File: src/rtl/post_proc_combiner_pkg.sv
`default_nettype none
// ============================================================================
// Package     : post_proc_pkg
// Description : Shared types and helpers for the post-processing combiner.
//               pp_mode_e enumerates the output formats (code 3 is not a
//               member and is handled as PP_WRAP). pp_lvl() gives the number
//               of adder-tree levels for a channel count.
// Revision    : 1.0 - initial release
// ============================================================================
package post_proc_pkg;

    localparam int PP_MODE_W = 2;

    typedef enum logic [PP_MODE_W-1:0] {
        PP_WRAP = 2'd0,
        PP_MEAN = 2'd1,
        PP_SAT  = 2'd2
    } pp_mode_e;

    // Number of pairwise-add levels needed to reduce n words to one.
    function automatic int pp_lvl(input int n);
        return $clog2(n);
    endfunction

endpackage
`default_nettype wire

File: src/rtl/post_proc_combiner_if.sv
`default_nettype none
// ============================================================================
// Interface   : post_proc_combiner_if
// Description : Beat-in / result-out handshake bundle for post_proc_combiner.
//   in_valid  : input beat valid           (master -> slave)
//   in_ready  : slave can take a beat      (slave  -> master)
//   din       : N_CH words, channel k at [k*DATA_W +: DATA_W]
//   mode      : output format, travels with the beat
//   out_valid : result valid               (slave  -> master)
//   out_ready : result accepted downstream (master -> slave)
//   dout      : result word
// Revision    : 1.0 - initial release
// ============================================================================
interface post_proc_combiner_if
    import post_proc_pkg::*;
#(
    parameter int N_CH   = 2,
    parameter int DATA_W = 16
);
    logic                     in_valid;
    logic                     in_ready;
    logic [N_CH*DATA_W-1:0]   din;
    logic [PP_MODE_W-1:0]     mode;
    logic                     out_valid;
    logic                     out_ready;
    logic [DATA_W-1:0]        dout;

    modport slave (
        input  in_valid, din, mode, out_ready,
        output in_ready, out_valid, dout
    );

    modport master (
        output in_valid, din, mode, out_ready,
        input  in_ready, out_valid, dout
    );
endinterface
`default_nettype wire

File: src/rtl/post_proc_combiner_add_stage.sv
`default_nettype none
// ============================================================================
// Module      : post_proc_add_stage
// Description : One adder-tree level. Adds adjacent input word pairs into
//               registered sums one bit wider, and carries the beat's valid
//               and mode alongside. Everything loads only when adv_i is high.
// Ports       : clk, rst_n (async, active-low), adv_i (global advance),
//               valid_i/mode_i/data_i (IN_CNT words of IN_W bits),
//               valid_o/mode_o/data_o (IN_CNT/2 words of IN_W+1 bits)
// Revision    : 1.0 - initial release
// ============================================================================
module post_proc_add_stage
    import post_proc_pkg::*;
#(
    parameter int IN_CNT = 2,
    parameter int IN_W   = 16
) (
    input  wire logic                                   clk,
    input  wire logic                                   rst_n,
    input  wire logic                                   adv_i,
    input  wire logic                                   valid_i,
    input  wire logic [PP_MODE_W-1:0]                   mode_i,
    input  wire logic [IN_CNT*IN_W-1:0]                 data_i,
    output      logic                                   valid_o,
    output      logic [PP_MODE_W-1:0]                   mode_o,
    output      logic [(IN_CNT/2)*(IN_W+1)-1:0]         data_o
);
    localparam int OUT_CNT = IN_CNT / 2;
    localparam int OUT_W   = IN_W + 1;

    logic                       valid_q;
    logic [PP_MODE_W-1:0]       mode_q;
    logic [OUT_CNT*OUT_W-1:0]   sum_d;
    logic [OUT_CNT*OUT_W-1:0]   sum_q;

    always_comb begin
        sum_d = '0;
        for (int k = 0; k < OUT_CNT; k++) begin
            sum_d[k*OUT_W +: OUT_W] = {1'b0, data_i[(2*k)*IN_W   +: IN_W]}
                                    + {1'b0, data_i[(2*k+1)*IN_W +: IN_W]};
        end
    end

    // Only the valid bit is reset; payload is qualified by it.
    always_ff @(posedge clk or negedge rst_n) begin
        if (!rst_n) begin
            valid_q <= 1'b0;
        end else if (adv_i) begin
            valid_q <= valid_i;
        end
    end

    always_ff @(posedge clk) begin
        if (adv_i) begin
            sum_q  <= sum_d;
            mode_q <= mode_i;
        end
    end

    assign valid_o = valid_q;
    assign mode_o  = mode_q;
    assign data_o  = sum_q;

endmodule
`default_nettype wire

File: src/rtl/post_proc_combiner.sv
`default_nettype none
// ============================================================================
// Module      : post_proc_combiner
// Description : N-channel combiner. Reduces N_CH words per beat through a
//               registered pairwise adder tree (one adder level per stage),
//               then a format stage producing wrap sum, mean or saturating
//               sum. Counts transferred results whose full sum overflowed
//               DATA_W bits. The whole pipe stalls while a result waits.
// Ports       : clk, rst_n (async, active-low)
//               bus     : post_proc_combiner_if.slave (beat in / result out)
//               clr_cnt : synchronous clear of ovf_cnt (beats increment)
//               ovf_cnt : saturating overflow-result counter
// Build macro : POST_PROC_SAT_EN - when defined, mode 2 saturates; when not,
//               mode 2 formats exactly like mode 0 (flag/counter unaffected).
// Revision    : 1.0 - initial release
// ============================================================================
module post_proc_combiner
    import post_proc_pkg::*;
#(
    parameter int N_CH   = 2,
    parameter int DATA_W = 16,
    parameter int CNT_W  = 16
) (
    input  wire logic               clk,
    input  wire logic               rst_n,
    post_proc_combiner_if.slave     bus,
    input  wire logic               clr_cnt,
    output      logic [CNT_W-1:0]   ovf_cnt
);
    localparam int LVL   = pp_lvl(N_CH);
    localparam int SUM_W = DATA_W + LVL;

    logic                   adv;
    logic                   tail_valid;
    logic [PP_MODE_W-1:0]   tail_mode;
    logic [SUM_W-1:0]       tail_sum;
    logic                   ovf_d;
    logic [DATA_W-1:0]      dout_d;
    logic                   out_valid_q;
    logic [DATA_W-1:0]      dout_q;
    logic                   ovf_q;
    logic [CNT_W-1:0]       cnt_d;
    logic [CNT_W-1:0]       cnt_q;

    // Global stall: nothing moves while a result is held unaccepted.
    assign adv          = !out_valid_q || bus.out_ready;
    assign bus.in_ready = adv;

    for (genvar j = 0; j < LVL; j++) begin : g_tree
        localparam int ST_IN_CNT = N_CH >> j;
        localparam int ST_IN_W   = DATA_W + j;

        logic                                   st_valid_in;
        logic [PP_MODE_W-1:0]                   st_mode_in;
        logic [ST_IN_CNT*ST_IN_W-1:0]           st_data_in;
        logic                                   st_valid;
        logic [PP_MODE_W-1:0]                   st_mode;
        logic [(ST_IN_CNT/2)*(ST_IN_W+1)-1:0]   st_data;

        if (j == 0) begin : g_first
            assign st_valid_in = bus.in_valid;
            assign st_mode_in  = bus.mode;
            assign st_data_in  = bus.din;
        end else begin : g_chain
            assign st_valid_in = g_tree[j-1].st_valid;
            assign st_mode_in  = g_tree[j-1].st_mode;
            assign st_data_in  = g_tree[j-1].st_data;
        end

        post_proc_add_stage #(
            .IN_CNT (ST_IN_CNT),
            .IN_W   (ST_IN_W)
        ) u_stage (
            .clk     (clk),
            .rst_n   (rst_n),
            .adv_i   (adv),
            .valid_i (st_valid_in),
            .mode_i  (st_mode_in),
            .data_i  (st_data_in),
            .valid_o (st_valid),
            .mode_o  (st_mode),
            .data_o  (st_data)
        );
    end

    assign tail_valid = g_tree[LVL-1].st_valid;
    assign tail_mode  = g_tree[LVL-1].st_mode;
    assign tail_sum   = g_tree[LVL-1].st_data;

    assign ovf_d = |tail_sum[SUM_W-1:DATA_W];

    // Format stage; mode code 3 falls through to the wrap result.
    always_comb begin
        dout_d = tail_sum[DATA_W-1:0];
        case (tail_mode)
            PP_MEAN: dout_d = tail_sum[SUM_W-1:LVL];
`ifdef POST_PROC_SAT_EN
            PP_SAT: begin
                if (ovf_d) begin
                    dout_d = '1;
                end
            end
`endif
            default: ;
        endcase
    end

    always_ff @(posedge clk or negedge rst_n) begin
        if (!rst_n) begin
            out_valid_q <= 1'b0;
            dout_q      <= '0;
            ovf_q       <= 1'b0;
        end else if (adv) begin
            out_valid_q <= tail_valid;
            dout_q      <= dout_d;
            ovf_q       <= ovf_d;
        end
    end

    // Clear takes priority over a simultaneous flagged transfer.
    always_comb begin
        cnt_d = cnt_q;
        if (clr_cnt) begin
            cnt_d = '0;
        end else if (out_valid_q && bus.out_ready && ovf_q && (cnt_q != '1)) begin
            cnt_d = cnt_q + CNT_W'(1);
        end
    end

    always_ff @(posedge clk or negedge rst_n) begin
        if (!rst_n) begin
            cnt_q <= '0;
        end else begin
            cnt_q <= cnt_d;
        end
    end

    assign bus.out_valid = out_valid_q;
    assign bus.dout      = dout_q;
    assign ovf_cnt       = cnt_q;

endmodule
`default_nettype wire

File: src/flat_wrapper.sv
// flat-port wrapper written by rule: the top's interface ports become plain ports
module post_proc_combiner_flat import post_proc_pkg::*;
#(
    parameter int N_CH   = 2,
    parameter int DATA_W = 16,
    parameter int CNT_W  = 16
)
  (clk, rst_n, clr_cnt, ovf_cnt, bus_in_valid, bus_din, bus_mode, bus_out_ready, bus_in_ready, bus_out_valid, bus_dout);
  post_proc_combiner_if #(.N_CH(N_CH), .DATA_W(DATA_W)) bus_i ();
  input  wire logic clk;
  input  wire logic rst_n;
  input  wire logic clr_cnt;
  output      logic [CNT_W-1:0] ovf_cnt;
  input wire logic [$bits(bus_i.in_valid)-1:0] bus_in_valid;
  input wire logic [$bits(bus_i.din)-1:0] bus_din;
  input wire logic [$bits(bus_i.mode)-1:0] bus_mode;
  input wire logic [$bits(bus_i.out_ready)-1:0] bus_out_ready;
  output wire logic [$bits(bus_i.in_ready)-1:0] bus_in_ready;
  output wire logic [$bits(bus_i.out_valid)-1:0] bus_out_valid;
  output wire logic [$bits(bus_i.dout)-1:0] bus_dout;
  assign bus_i.in_valid = bus_in_valid;
  assign bus_i.din = bus_din;
  assign bus_i.mode = bus_mode;
  assign bus_i.out_ready = bus_out_ready;
  assign bus_in_ready = bus_i.in_ready;
  assign bus_out_valid = bus_i.out_valid;
  assign bus_dout = bus_i.dout;
  post_proc_combiner #(.N_CH(N_CH), .DATA_W(DATA_W), .CNT_W(CNT_W)) u_core (.clk(clk), .rst_n(rst_n), .bus(bus_i), .clr_cnt(clr_cnt), .ovf_cnt(ovf_cnt));
endmodule
File: config.mk
export PLATFORM = sky130hd
export DESIGN_NAME = post_proc_combiner_flat
export DESIGN_NICKNAME = d
export VERILOG_FILES = /design/src/rtl/post_proc_combiner_pkg.sv /design/src/rtl/post_proc_combiner_if.sv /design/src/rtl/post_proc_combiner_add_stage.sv /design/src/rtl/post_proc_combiner.sv /design/src/flat_wrapper.sv
export SDC_FILE = /design/constraint.sdc
export NUM_CORES = 1
export LEC_CHECK = 0
export CORE_MARGIN = 8
export CORE_UTILIZATION = 54
export CTS_CLUSTER_SIZE = 28
export DETAILED_ROUTE_END_ITERATION = 6
export PLACE_DENSITY = 0.83
export SETUP_SLACK_MARGIN = 0.4
export SKIP_LAST_GASP = 1
export SLEW_MARGIN = 25
export SYNTH_ARGS = -nofsm -noshare
export SYNTH_HDL_FRONTEND = slang
export SYNTH_SLANG_ARGS = --single-unit
File: constraint.sdc
create_clock -name clk -period 4.5 [get_ports clk]
set_input_delay 1.35 -clock clk [delete_from_list [all_inputs] [get_ports clk]]
set_output_delay 1.35 -clock clk [all_outputs]
set_load 0.01 [all_outputs]
==> results.json, run 1 <==
{
  "setup_violations": 0,
  "hold_viol_final": 0,
  "mostFrequentLayoutCells": "72 x clkdlybuf4s50_1, 35 x dfrtp_1, 33 x nand2_1",
  "synth_top_family_by_area": "simple AND/OR/NAND/NOR gates",
  "start_kind": "input pin",
  "antenna_found_initial": 0,
  "synth_compound_area_frac": 0.1130,
  "fin_crit_sh": 0.8722,
  "numCtsBuffers": 5,
  "avgSynthCellArea_um2": 10.11,
  "die_y_um": 92.05,
  "yosys.area_share.simple": 0.1879,
  "die-area_um2": 8473,
  "globalRouteOverflowTotal": 0,
  "met2_length_um": 3105,
  "synth-seq-cells": 54,
  "yosys_most_used_dff": "dfrtp_1",
  "layout-drive-gt1-share": 0.06332,
  "wl_per_cell_um": 14.63,
  "final_common_cell": "clkdlybuf4s50_1",
  "vias": 2489,
  "worstSetupPathType": "input pin to primary output",
  "vias_per_cell": 5.519,
  "rows": 27,
  "max_freq_ghz": 0.2548,
  "hold_path.class": "flop to flop",
  "hpwl_um": 5278,
  "worstMarginPinSlew_ns": 0.9398,
  "cts_resized": 0,
  "status": "complete, no violations",
  "pin_count": 73,
  "period_needed_ns": 3.925,
  "max_cap_violations": 0,
  "fin_total_pwr_uw": 1297,
  "crit_required_ns": 3.15,
  "drc_errors": 0,
  "start_util": 0.5637,
  "slew_violations": 0,
  "yosysSeqAreaShare": 0.4631,
  "grt_util_all_layers": 0.1577,
  "cts_hold_buffers": 0,
  "rsz0062_at_grt": "no",
  "cts_setup_buffers": 0,
  "clock_path_buffers": 2,
  "setup_tns_ns": 0,
  "fillers": 436,
  "die_w_um": 92.05,
  "synth.area.top_cells": "dfrtp_1 28%, edfxtp_1 18%, ha_1 6.8%",
  "synthCells": 309,
  "cts_tree": "yes",
  "h-tree-depth": 2,
  "area_growth_pct": 28.37,
  "p_leak_uw": 0.001671,
  "yosysTopAreaCellShare": 0.2804,
  "ant_nets": 0,
  "fin_worst_skew_ns": 0.01056,
  "first_iter_violations": 71,
  "wl_met3_um": 355,
  "drt-met1-wl_um": 3055,
  "syn_area_um2": 3123,
  "routabilityCongestion": 0.8830,
  "ys_types": 47,
  "numClockSinks": 54,
  "powerDensity_nw_per_um2": 323.5,
  "ir_drop_mv": 0.2142,
  "cp_max_fo": 2,
  "ys_warn_count": 0,
  "synth_edf_count": 19,
  "crit_arrival_ns": 2.57,
  "synth_fa_ha_area_frac": 0.07452,
  "slew_headroom": 0.3735,
  "endpoint_kind": "primary output",
  "synth_area_leader_cell": "dfrtp_1",
  "final_nets": 435,
  "port_buffers": 72,
  "synth_mux_area_frac": 0.07532,
  "grt_pass1_wl_um": 11150,
  "routed.top_layer": "met4",
  "syn-num-nets": 366,
  "path_clk_slew_ns": 0.09,
  "core-area_um2": 5540,
  "grt_pass1_vias": 2331,
  "first_pass_iters": 4,
  "root_buffer": "clkbuf_8",
  "grt_max_degree": 36,
  "async_reset_ff_frac": 0.6481,
  "clkLatencyLatePin_ns": 0.30,
  "synth_xor_xnor_area_share": 0.05889,
  "routed_wirelength_um": 6597,
  "antenna_cells": 0
}
where the power goes:
group	switching, µW	internal, µW	total [µW]
logic	162	182	344
clock network	152	166	318
registers	41.7	593	634
total	356	940	1300
layout make-up:
type                    count  area, µm²  share of cell area
well taps                  72      90.09             0.02247
multi-input cells         236       1594              0.3976
clock inverters             3      43.79             0.01092
clock buffers               5      68.82             0.01717
inverters                   6      22.52            0.005618
flip-flops and latches     54       1446              0.3608
repair buffers             75      743.2              0.1854
cells in the mapped netlist, types with 5 or more instances:
cell,instances
edfxtp_1,19
mux2i_1,19
nand3_1,13
nand2_1,33
nand2b_1,5
inv_1,6
o21ai_0,25
nor3_1,7
clkbuf_1,6
a21oi_1,18
ha_1,17
xnor2_1,14
nor2b_1,5
nand4_1,5
nor2_1,26
xor2_1,7
dfrtp_1,35
stage by stage:
step | hold slack, ns | util | setup slack, ns | instance area, µm² | std cells
after global placement | 0.4451 | 0.7033 | 0.5984 | 3896 | 443
after detailed placement | 0.4724 | 0.7033 | 0.5771 | 3896 | 443
after floorplan | 0.4334 | - | 0.8491 | 3123 | 309
after CTS | 0.4949 | 0.7236 | 0.5692 | 4009 | 451
final | 0.4858 | 0.7236 | 0.5753 | 4009 | 451
after global routing | 0.5173 | 0.7236 | 0.5326 | 4009 | 451
flip-flops by register name (all words and copies together), names as in the netlist:
register	count
u_core.bus.out_valid	1
u_core.ovf_cnt	16
u_core.ovf_q	1
u_core.bus.dout	16
u_core.g_tree.u_stage.valid_o	1
u_core.g_tree.u_stage.data_o	17
u_core.g_tree.u_stage.mode_o	2
cells by family after synthesis:
kind of cell	Yosys count
flops	54
compound gates	59
xor+xnor	21
buf+inv	19
simple gates	115
mux	23
fa+ha+maj	18
path summary, 6_finish.rpt:
kind                                                     start                        endpoint  slack, ns  depth (start not counted)
worst min register to register  u_core.bus.dout[6]$_DFFE_PN0P_  u_core.bus.dout[6]$_DFFE_PN0P_       0.49                          2
worst min-delay path            u_core.bus.dout[6]$_DFFE_PN0P_  u_core.bus.dout[6]$_DFFE_PN0P_       0.49                          2
worst max register to register   u_core.ovf_cnt[3]$_DFFE_PN0P_   u_core.ovf_cnt[8]$_DFFE_PN0P_       2.39                          5
min in group asynchronous                                rst_n  u_core.ovf_cnt[12]$_DFFE_PN0P_       1.46                          2
worst max-delay path                             bus_out_ready                    bus_in_ready       0.58                          4
max in group asynchronous                                rst_n   u_core.ovf_cnt[5]$_DFFE_PN0P_       2.73                          2
critical path, cell delays in order:
cell             delay (ns)
clkdlybuf4s50_1        0.51
nor2b_2                0.06
inv_1                  0.10
clkdlybuf4s50_1        0.55
metal layers:
layer / vias to the layer above / global-route usage
li1: 1251 / -
met1: 1154 / 0.2031
met2: 78 / 0.2539
met3: 6 / 0.03667
met4: 0 / 0.05369
met5: - / 0
No activity file was read; power rests on OpenSTA's default activity.
==> inputs of run 2 (changes only) <==
--- a/config.mk
+++ b/config.mk
@@ -5,11 +5,13 @@
 export SDC_FILE = /design/constraint.sdc
 export NUM_CORES = 1
 export LEC_CHECK = 0
+export ABC_AREA = 1
 export CORE_MARGIN = 8
-export CORE_UTILIZATION = 54
-export CTS_CLUSTER_SIZE = 28
+export CORE_UTILIZATION = 55
+export CTS_CLUSTER_SIZE = 20
 export DETAILED_ROUTE_END_ITERATION = 6
-export PLACE_DENSITY = 0.83
+export PLACE_DENSITY = 0.84
+export RECOVER_POWER = 25
 export SETUP_SLACK_MARGIN = 0.4
 export SKIP_LAST_GASP = 1
 export SLEW_MARGIN = 25
==> run 2 against run 1 <==
Compared with the run above: the flow now finishes with violations (max-capacitance violations, max-slew violations); setup slack gained 0.021 ns; clock-buffer cell count grew 1; sequential share of layout area shrank 2.1 points; highest routed layer unchanged; via count grew 26%; largest cell class unchanged; flip-flop and latch count is the same; core utilization shrank 0.55 points; first-iteration DRC count grew 150%; global-route usage grew 2.3 points; sequential power is essentially flat.
==> results.json, run 2 <==
{
  "status": "finished with violations",
  "violations": "max-capacitance violations, max-slew violations",
  "synth_most_common_cell": "nand2_1",
  "die-area_um2": 8857,
  "period_needed_ns": 3.904,
  "drc_errors": 0,
  "synth-seq-cells": 54,
  "largest_register_ffs": 17,
  "fin_crit_sh": 0.8675,
  "clkLatencyLatePin_ns": 0.31,
  "start_kind": "input pin",
  "hpwl_um": 6121,
  "h-tree-depth": 2,
  "layout-drive-gt1-share": 0.04128,
  "die_w_um": 94.11,
  "vias": 3129,
  "p_leak_uw": 0.002074,
  "fin_worst_skew_ns": 0.009090,
  "slew_headroom": -0.2080,
  "root_buffer": "clkbuf_8",
  "path_clk_slew_ns": 0.09,
  "wl_per_cell_um": 12.58,
  "final_cell_area_um2": 4252,
  "port_buffers": 72,
  "numCtsBuffers": 5,
  "synth_area_leader_cell": "dfrtp_1",
  "synth_top_cells_by_count": "182 x nand2_1, 55 x inv_1, 49 x nor2_1",
  "clock_path_buffers": 2,
  "yosysSeqAreaShare": 0.4310,
  "cts_setup_buffers": 0,
  "final_nets": 589,
  "placed_cells": 600,
  "globalRouteOverflowTotal": 0,
  "first_pass_iters": 4,
  "yosys_most_used_dff": "dfrtp_1",
  "ys_types": 26,
  "slew_violations": 36,
  "endpoint_kind": "primary output",
  "fin_total_pwr_uw": 1265,
  "ir_drop_mv": 0.1831,
  "cts_resized": 0,
  "setup_violations": 0,
  "cts_tree": "yes",
  "start_util": 0.5668,
  "synthCells": 456,
  "async_reset_ff_frac": 0.6481,
  "setup_tns_ns": 0,
  "fin_cells": 608,
  "core-area_um2": 5921,
  "powerDensity_nw_per_um2": 297.5,
  "grt_util_all_layers": 0.1810,
  "place_area_um2": 4165,
  "antenna_cells": 0,
  "synth_edf_count": 19,
  "syn_area_um2": 3356,
  "worstMarginPinSlew_ns": 1.812,
  "syn-num-nets": 513,
  "hold_path.class": "flop to flop",
  "ant_nets": 0,
  "rsz0062_at_grt": "no",
  "vias_per_cell": 5.146,
  "routed_wirelength_um": 7648,
  "final_util": 0.7181,
  "avgSynthCellArea_um2": 7.359,
  "crit_required_ns": 3.15,
  "area_growth_pct": 26.70,
  "worstSetupPathType": "input pin to primary output",
  "routabilityCongestion": 0.8965,
  "mostFrequentLayoutCells": "181 x nand2_1, 69 x clkdlybuf4s50_1, 55 x inv_1",
  "die_y_um": 94.11,
  "max_cap_violations": 1,
  "cp_max_fo": 2,
  "rows": 28,
  "crit_arrival_ns": 2.55,
  "final_common_cell": "nand2_1",
  "fillers": 482,
  "cts_hold_buffers": 0,
  "grt_pass1_wl_um": 13070,
  "antenna_found_initial": 0,
  "ys_warn_count": 0,
  "grt_pass1_vias": 3114,
  "pin_count": 73,
  "hold_viol_final": 0,
  "first_iter_violations": 175,
  "grt_max_degree": 56,
  "yosysTopAreaCellShare": 0.2610,
  "synth.area.top_cells": "dfrtp_1 26%, nand2_1 20%, edfxtp_1 17%",
  "max_freq_ghz": 0.2562,
  "numClockSinks": 54
}
-- run 2: cell count changes in the layout (fill, tap and decap cells not counted), sizes merged, moves of 11 or more --
cell,before,now
nand2,33,186
inv,7,55
nor2,26,55
o21ai,27,2
mux2i,19,0
a31oi,1,16
xnor2,14,3
-- run 2: cell type report --
cell class              instances  area (µm²)  area share
clock buffers                   6       82.58     0.01942
clock inverters                 2       7.507    0.001766
inverters                      56       210.2     0.04944
multi-input cells             340        1672      0.3932
flip-flops and latches         54        1446      0.3402
well taps                      75       93.84     0.02207
repair buffers                 75       739.5      0.1739
-- run 2: path summary, 6_finish.rpt --
path / depth (start not counted) / from / slack [ns] / end
setup / recovery: 4 / bus_out_ready / 0.60 / bus_in_ready
hold / removal: 2 / u_core.g_tree[0].u_stage.valid_o$_DFFE_PN0P_ / 0.47 / u_core.bus.out_valid$_DFFE_PN0P_
setup reg to reg: 8 / u_core.ovf_cnt[0]$_DFFE_PN0P_ / 2.65 / u_core.ovf_cnt[10]$_DFFE_PN0P_
hold reg to reg: 2 / u_core.g_tree[0].u_stage.valid_o$_DFFE_PN0P_ / 0.47 / u_core.bus.out_valid$_DFFE_PN0P_
max in group asynchronous: 2 / rst_n / 1.39 / u_core.bus.dout[14]$_DFFE_PN0P_
min in group asynchronous: 2 / rst_n / 2.06 / u_core.ovf_cnt[7]$_DFFE_PN0P_
-- run 2: layer usage --
layer	part of all wire	GRT usage	wire (µm)	vias up
li1	-	-	-	1593
met1	0.41	0.1918	3158	1414
met2	0.50	0.3279	3861	107
met3	0.057	0.03197	435	15
met4	0.025	0.1057	192	0
met5	0	0	0	-
-- run 2: power breakdown --
part / switching (µW) / leakage [µW] / internal (µW)
clock network: 152 / 0.0000463 / 121
registers: 43.0 / 0.000637 / 593
logic: 183 / 0.00139 / 172
total: 379 / 0.00207 / 886
-- run 2: cell families after synthesis --
kind of cell	Yosys count	share of synthesized area
simple gates	282	0.3486
buf+inv	62	0.07159
fa+ha+maj	18	0.06935
xor+xnor	11	0.02871
compound gates	29	0.05071
flops	54	0.4310
-- run 2: per-stage QoR --
step / hold slack, ns / setup WS [ns]
global placement: 0.4315 / 0.6000
global route: 0.4949 / 0.5658
detailed placement: 0.4521 / 0.5928
CTS: 0.4752 / 0.5879
finish: 0.4666 / 0.5964
floorplan: 0.4198 / 0.7448
-- run 2: critical path, cell delays in order --
cell,delay [ns]
clkdlybuf4s50_1,0.48
inv_1,0.06
nand2_2,0.10
clkdlybuf4s50_1,0.55
